==> src/rtl/neuron_mac_seq.sv <==
// Time-multiplexed neuron: signed dot product plus bias, optional ReLU, output saturation.
// LANES products are folded into the accumulator per cycle, with valid/ready on both sides.
module neuron_mac_seq #(
    parameter int N_IN    = 4,
    parameter int IN_W    = 12,
    parameter int W_W     = 5,
    parameter int OUT_W   = 17,
    parameter int ACC_W   = 20,
    parameter int LANES   = 1,
    parameter int RELU_EN = 0
) (
    input  logic                   clk,
    input  logic                   rst_n,
    input  logic                   in_valid,
    output logic                   in_ready,
    input  logic [N_IN*IN_W-1:0]   in_vec,
    input  logic [N_IN*W_W-1:0]    w_vec,
    input  logic [OUT_W-1:0]       bias,
    output logic                   out_valid,
    input  logic                   out_ready,
    output logic [OUT_W-1:0]       out_data,
    output logic                   out_sat
);
    localparam int PROD_W = IN_W + W_W;
    localparam int IDX_W  = $clog2(N_IN + 1);
    localparam logic signed [ACC_W-1:0] MAXV =
        ACC_W'((64'sd1 <<< (OUT_W - 1)) - 64'sd1);
    localparam logic signed [ACC_W-1:0] MINV = ~MAXV;

    typedef enum logic [1:0] {S_IDLE, S_ACC, S_OUT} state_t;

    state_t                   r_state;
    state_t                   w_state_nxt;
    logic [N_IN*IN_W-1:0]     r_in;
    logic [N_IN*W_W-1:0]      r_w;
    logic signed [ACC_W-1:0]  r_acc;
    logic [IDX_W-1:0]         r_idx;
    logic [OUT_W-1:0]         r_out_data;
    logic                     r_out_sat;

    logic                     w_accept;
    logic                     w_load_out;
    logic                     w_last;
    logic signed [IN_W-1:0]   w_a;
    logic signed [W_W-1:0]    w_b;
    logic signed [PROD_W-1:0] w_p;
    logic signed [ACC_W-1:0]  w_sum;
    logic signed [ACC_W-1:0]  w_acc_nxt;
    logic signed [ACC_W-1:0]  w_relu;
    logic signed [ACC_W-1:0]  w_bias_ext;
    logic [OUT_W-1:0]         w_sat_data;
    logic                     w_sat;

    assign w_last     = (32'(r_idx) + LANES) == N_IN;
    assign w_bias_ext = {{(ACC_W-OUT_W){bias[OUT_W-1]}}, bias};
    assign out_data   = r_out_data;
    assign out_sat    = r_out_sat;

    always_ff @(posedge clk or negedge rst_n) begin
        if (!rst_n) begin
            r_state <= S_IDLE;
        end else begin
            r_state <= w_state_nxt;
        end
    end

    always_comb begin
        w_state_nxt = r_state;
        in_ready    = 1'b0;
        out_valid   = 1'b0;
        w_accept    = 1'b0;
        w_load_out  = 1'b0;
        unique case (r_state)
            S_IDLE: begin
                in_ready = 1'b1;
                if (in_valid) begin
                    w_accept    = 1'b1;
                    w_state_nxt = S_ACC;
                end
            end
            S_ACC: begin
                if (w_last) begin
                    w_load_out  = 1'b1;
                    w_state_nxt = S_OUT;
                end
            end
            S_OUT: begin
                out_valid = 1'b1;
                if (out_ready) begin
                    w_state_nxt = S_IDLE;
                end
            end
            default: w_state_nxt = S_IDLE;
        endcase
    end

    // Full-width products, sign-extended before summing
    always_comb begin
        w_sum = '0;
        w_a   = '0;
        w_b   = '0;
        w_p   = '0;
        for (int l = 0; l < LANES; l++) begin
            w_a   = r_in[(32'(r_idx) + l) * IN_W +: IN_W];
            w_b   = r_w[(32'(r_idx) + l) * W_W +: W_W];
            w_p   = w_a * w_b;
            w_sum = w_sum + ACC_W'(w_p);
        end
    end

    always_comb begin
        w_acc_nxt  = r_acc + w_sum;
        w_relu     = (RELU_EN != 0 && w_acc_nxt < 0) ? '0 : w_acc_nxt;
        w_sat      = 1'b0;
        w_sat_data = w_relu[OUT_W-1:0];
        if (w_relu > MAXV) begin
            w_sat      = 1'b1;
            w_sat_data = MAXV[OUT_W-1:0];
        end else if (w_relu < MINV) begin
            w_sat      = 1'b1;
            w_sat_data = MINV[OUT_W-1:0];
        end
    end

    always_ff @(posedge clk or negedge rst_n) begin
        if (!rst_n) begin
            r_in       <= '0;
            r_w        <= '0;
            r_acc      <= '0;
            r_idx      <= '0;
            r_out_data <= '0;
            r_out_sat  <= 1'b0;
        end else begin
            if (w_accept) begin
                r_in  <= in_vec;
                r_w   <= w_vec;
                r_acc <= w_bias_ext;
                r_idx <= '0;
            end else if (r_state == S_ACC) begin
                r_acc <= w_acc_nxt;
                r_idx <= r_idx + IDX_W'(LANES);
            end
            if (w_load_out) begin
                r_out_data <= w_sat_data;
                r_out_sat  <= w_sat;
            end
        end
    end

endmodule

==> config.mk <==
export PLATFORM = sky130hd
export DESIGN_NAME = neuron_mac_seq
export DESIGN_NICKNAME = d
export VERILOG_FILES = /design/src/rtl/neuron_mac_seq.sv
export SDC_FILE = /design/constraint.sdc
export NUM_CORES = 1
export LEC_CHECK = 0
export CAP_MARGIN = 20
export CORE_MARGIN = 2
export CORE_UTILIZATION = 30
export CTS_BUF_LIST = sky130_fd_sc_hd__clkbuf_16
export DETAILED_ROUTE_END_ITERATION = 10
export GPL_TIMING_DRIVEN = 0
export REMOVE_ABC_BUFFERS = 1
export SYNTH_ARGS = -nofsm -noshare
export SYNTH_HDL_FRONTEND = slang
export SYNTH_SLANG_ARGS = --single-unit
==> constraint.sdc <==
create_clock -name clk -period 7.58 [get_ports clk]
set_input_delay 1.516 -clock clk [delete_from_list [all_inputs] [get_ports clk]]
set_output_delay 1.516 -clock clk [all_outputs]
set_load 0.01 [all_outputs]
==> run_results.csv <==
group,metric,value,unit
outcome,status,"completed",
cts,cts-root-buf,"clkbuf_16",
critical_path,reg2reg_slack,0.63,ns
critical_path,crit_type,"flip-flop to flip-flop",
global_routing,grt_max_degree,64,
critical_path,critPathMaxFanout,20,
floorplan,die-area,27740,um^2
place,gp_congestion,0.8261,
routing,routed_wirelength,18080,um
timing,grt_setup_unrepaired,"no",
critical_path,critPathLaunch,"r_idx[0]",
timing,min_period,6.947,ns
critical_path,critPathLaunchType,"flip-flop",
floorplan,core,25980,um^2
cts,cts_hold_buffers,0,
synthesis,synth_fa_ha_area_share,22.29,%
routing,drc_errors,0,
synthesis,synth_top_family_by_area,"adder cells",
synthesis,ys_seq_elements,111,
critical_path,end_kind,"flip-flop",
synthesis,yosys.area_share.simple,10.53,%
synthesis,ys_async_sr_fraction,100.0,%
cts,cts_tree,"yes",
critical_path,r2r-start,"r_idx[0]",
layout,nFillCells,2539,
timing,drv_slew,0,
synthesis,synth_area_per_cell,11.80,um^2
worst_hold_path,worstHoldPathCells,2,
critical_path,r2r-end,"out_data[1]",
cts,post_cts_buffers,0,
synthesis,yosysTopAreaCell,"dfrtp_1",
timing,skew,0.008579,ns
cts,clk_latency,0.35,ns
floorplan,die_x,166.6,um
synthesis,synth_top_area_share,35.04,%
place,dp_hpwl,13750,um
timing,relSlewSlack,36.26,%
layout,utilization,37.47,%
cts,cts_buffer_depth,2,
synthesis,yosysSeqAreaShare,35.04,%
global_routing,grt_pass1_vias,5653,
timing,setup_tns,0,ns
routing,wl_per_cell,16.42,um
layout,drive_above_1_share,19.19,%
timing,worst_pin_slew,0.9550,ns
synthesis,synth_xor_area_share,2.099,%
synthesis,ys.flop_type,"dfrtp_1",
layout,nNetsFinal,954,
synthesis,synthMuxAreaShare,14.49,%
floorplan,die_y,166.6,um
routing,drt_iter0_drc,287,
floorplan,pin_count,109,
synthesis,synth_enable_flop_cells,0,
layout,antenna_cells,0,
timing,hold_violations,0,
routing,ant_nets,0,
global_routing,grt_usage,13.51,%
critical_path,worst_ep_required_time,7.79,ns
place,port_buffers,108,
critical_path,crit_end,"out_data[1]",
global_routing,overflow,0,
synthesis,ys_warn_count,0,
cts,cts.sinks,111,
synthesis,postSynthCellCount,672,
cts,htree_levels,3,
synthesis,synth_area_leaders,"dfrtp_1 35%, fa_1 16%, mux2_2 9.7%",
global_routing,grt_pass1_wl,30410,um
routing,first_pass_iters,6,
global_routing,antenna_found_initial,0,
timing,period_share,91.65,%
synthesis,synth.distinct_cells,57,
flow_run,cap_violations,0,
critical_path,reg2regPathDepth,17,
critical_path,crit_arrival,7.16,ns
worst_hold_path,hold_path_class,"flip-flop to flip-flop",
cts,cts_buffers,9,
layout,area_growth,22.82,%
timing,setup_viol,0,
timing,fmax,0.1439,GHz
synthesis,synth_compound_area_share,11.58,%
synthesis,syn_area,7928,um^2
floorplan,start_util,30.51,%
routing,vias,5337,
routing,vias_per_cell,4.847,
floorplan,rows,59,
cts,path_clk_slew,0.08,ns
## worst max-delay path: stages (launching register included)
cell and delay, ns:
dfrtp_4 0.75, mux4_2 0.56, nand2b_1 0.49, or2_2 0.24, fa_1 0.41, fa_1 0.54
inv_1 0.06, fa_1 0.52, inv_1 0.05, fa_1 0.50, fa_1 0.47, nand2b_1 0.20
a211oi_1 0.43, o21ai_0 0.27, a41oi_1 0.24, o211ai_2 0.24, a41oi_4 0.65, o31ai_1 0.15
## logic make-up after synthesis
| kind of cell | after synthesis |
|---|---|
| mux | 85 |
| simple gates | 166 |
| buf+inv | 77 |
| compound gates | 114 |
| fa+ha+maj | 104 |
| xor+xnor | 15 |
| flops | 111 |
## placed cells by master (no fill, tap or decap), drive strengths merged, types with 11 or more instances in the layout
master         instances
a21oi                 31
fa                    62
inv                   45
mux2                  68
ha                    42
mux4                  17
dfrtp                111
a22oi                 15
o21ai                 18
nor2b                 28
nor2                  22
o31ai                 18
clkdlybuf4s50        107
nand2                 59
nand2b                11
and2                  24
## synthesized netlist by cell type, types with 3 or more instances
master	instances
ha_1	42
inv_1	42
and3_1	3
fa_1	62
nor3_1	5
o211ai_2	3
a21oi_2	12
clkbuf_1	27
nand3_1	5
and2_1	24
o31ai_1	8
a21oi_1	19
a22oi_1	15
mux4_2	17
o21bai_1	4
o31ai_2	10
buf_6	3
a221o_1	4
or3_1	3
a211oi_1	3
xnor2_1	8
nand2_1	59
buf_2	3
dfrtp_1	111
nand2b_1	11
o21ai_0	17
xor2_1	4
nor2b_1	28
mux2_2	68
nor2_1	22
## registers in the layout, summed over array words and instances (netlist names)
register	flops
r_w	20
out_data	17
r_idx	3
r_in	48
r_state	2
out_sat	1
r_acc	20
## per-layer routing
layer,vias to the layer above,track usage [%],part of all wire [%],wire [um]
met5,-,0,0,0
met4,0,2.249,0.76,138
met3,11,2.828,5.5,1001
met2,114,21.15,46,8355
met1,2693,19.62,47,8580
li1,2519,-,-,-
## repair_timing
item | 4_1_cts | 5_1_grt
gates resized for setup | 0 | 3
endpoints found under the hold margin | 0 | 0
endpoints found under the setup margin | 0 | 17
## metrics by stage
stage	hold WS (ns)	area, um^2	worst slack, ns	std cells
after floorplan	0.4525	7770	0.8012	637
after global placement	0.4674	9270	-0.8862	1080
after detailed placement	0.4699	9393	0.1450	1085
final	0.4843	9737	0.6327	1101
after CTS	0.4893	9722	0.09793	1101
after global routing	0.5144	9737	0.1326	1101
## cell type report
| class | instances | area (um^2) | share of cell area [%] |
|---|---|---|---|
| multi-input cells | 484 | 4853 | 49.85 |
| flip-flops and latches | 111 | 2783 | 28.58 |
| repair buffers | 113 | 1195 | 12.27 |
| well taps | 335 | 419.2 | 4.305 |
| clock buffers | 9 | 225.2 | 2.313 |
| inverters | 42 | 157.7 | 1.619 |
| clock inverters | 7 | 103.9 | 1.067 |
## worst min-delay path by stage
stage,start,end,slack [ns]
after floorplan,r_acc[0],r_acc[0],0.45
after global placement,out_data[15],out_data[15],0.47
after detailed placement,out_data[15],out_data[15],0.47
after CTS,out_data[15],out_data[15],0.49
after global routing,out_data[9],out_data[9],0.51
final,out_data[0],out_data[0],0.48
Power is left out: the tool's default activity adds up to more than one toggle a clock period on the data nets, which glitch-free logic cannot reach.
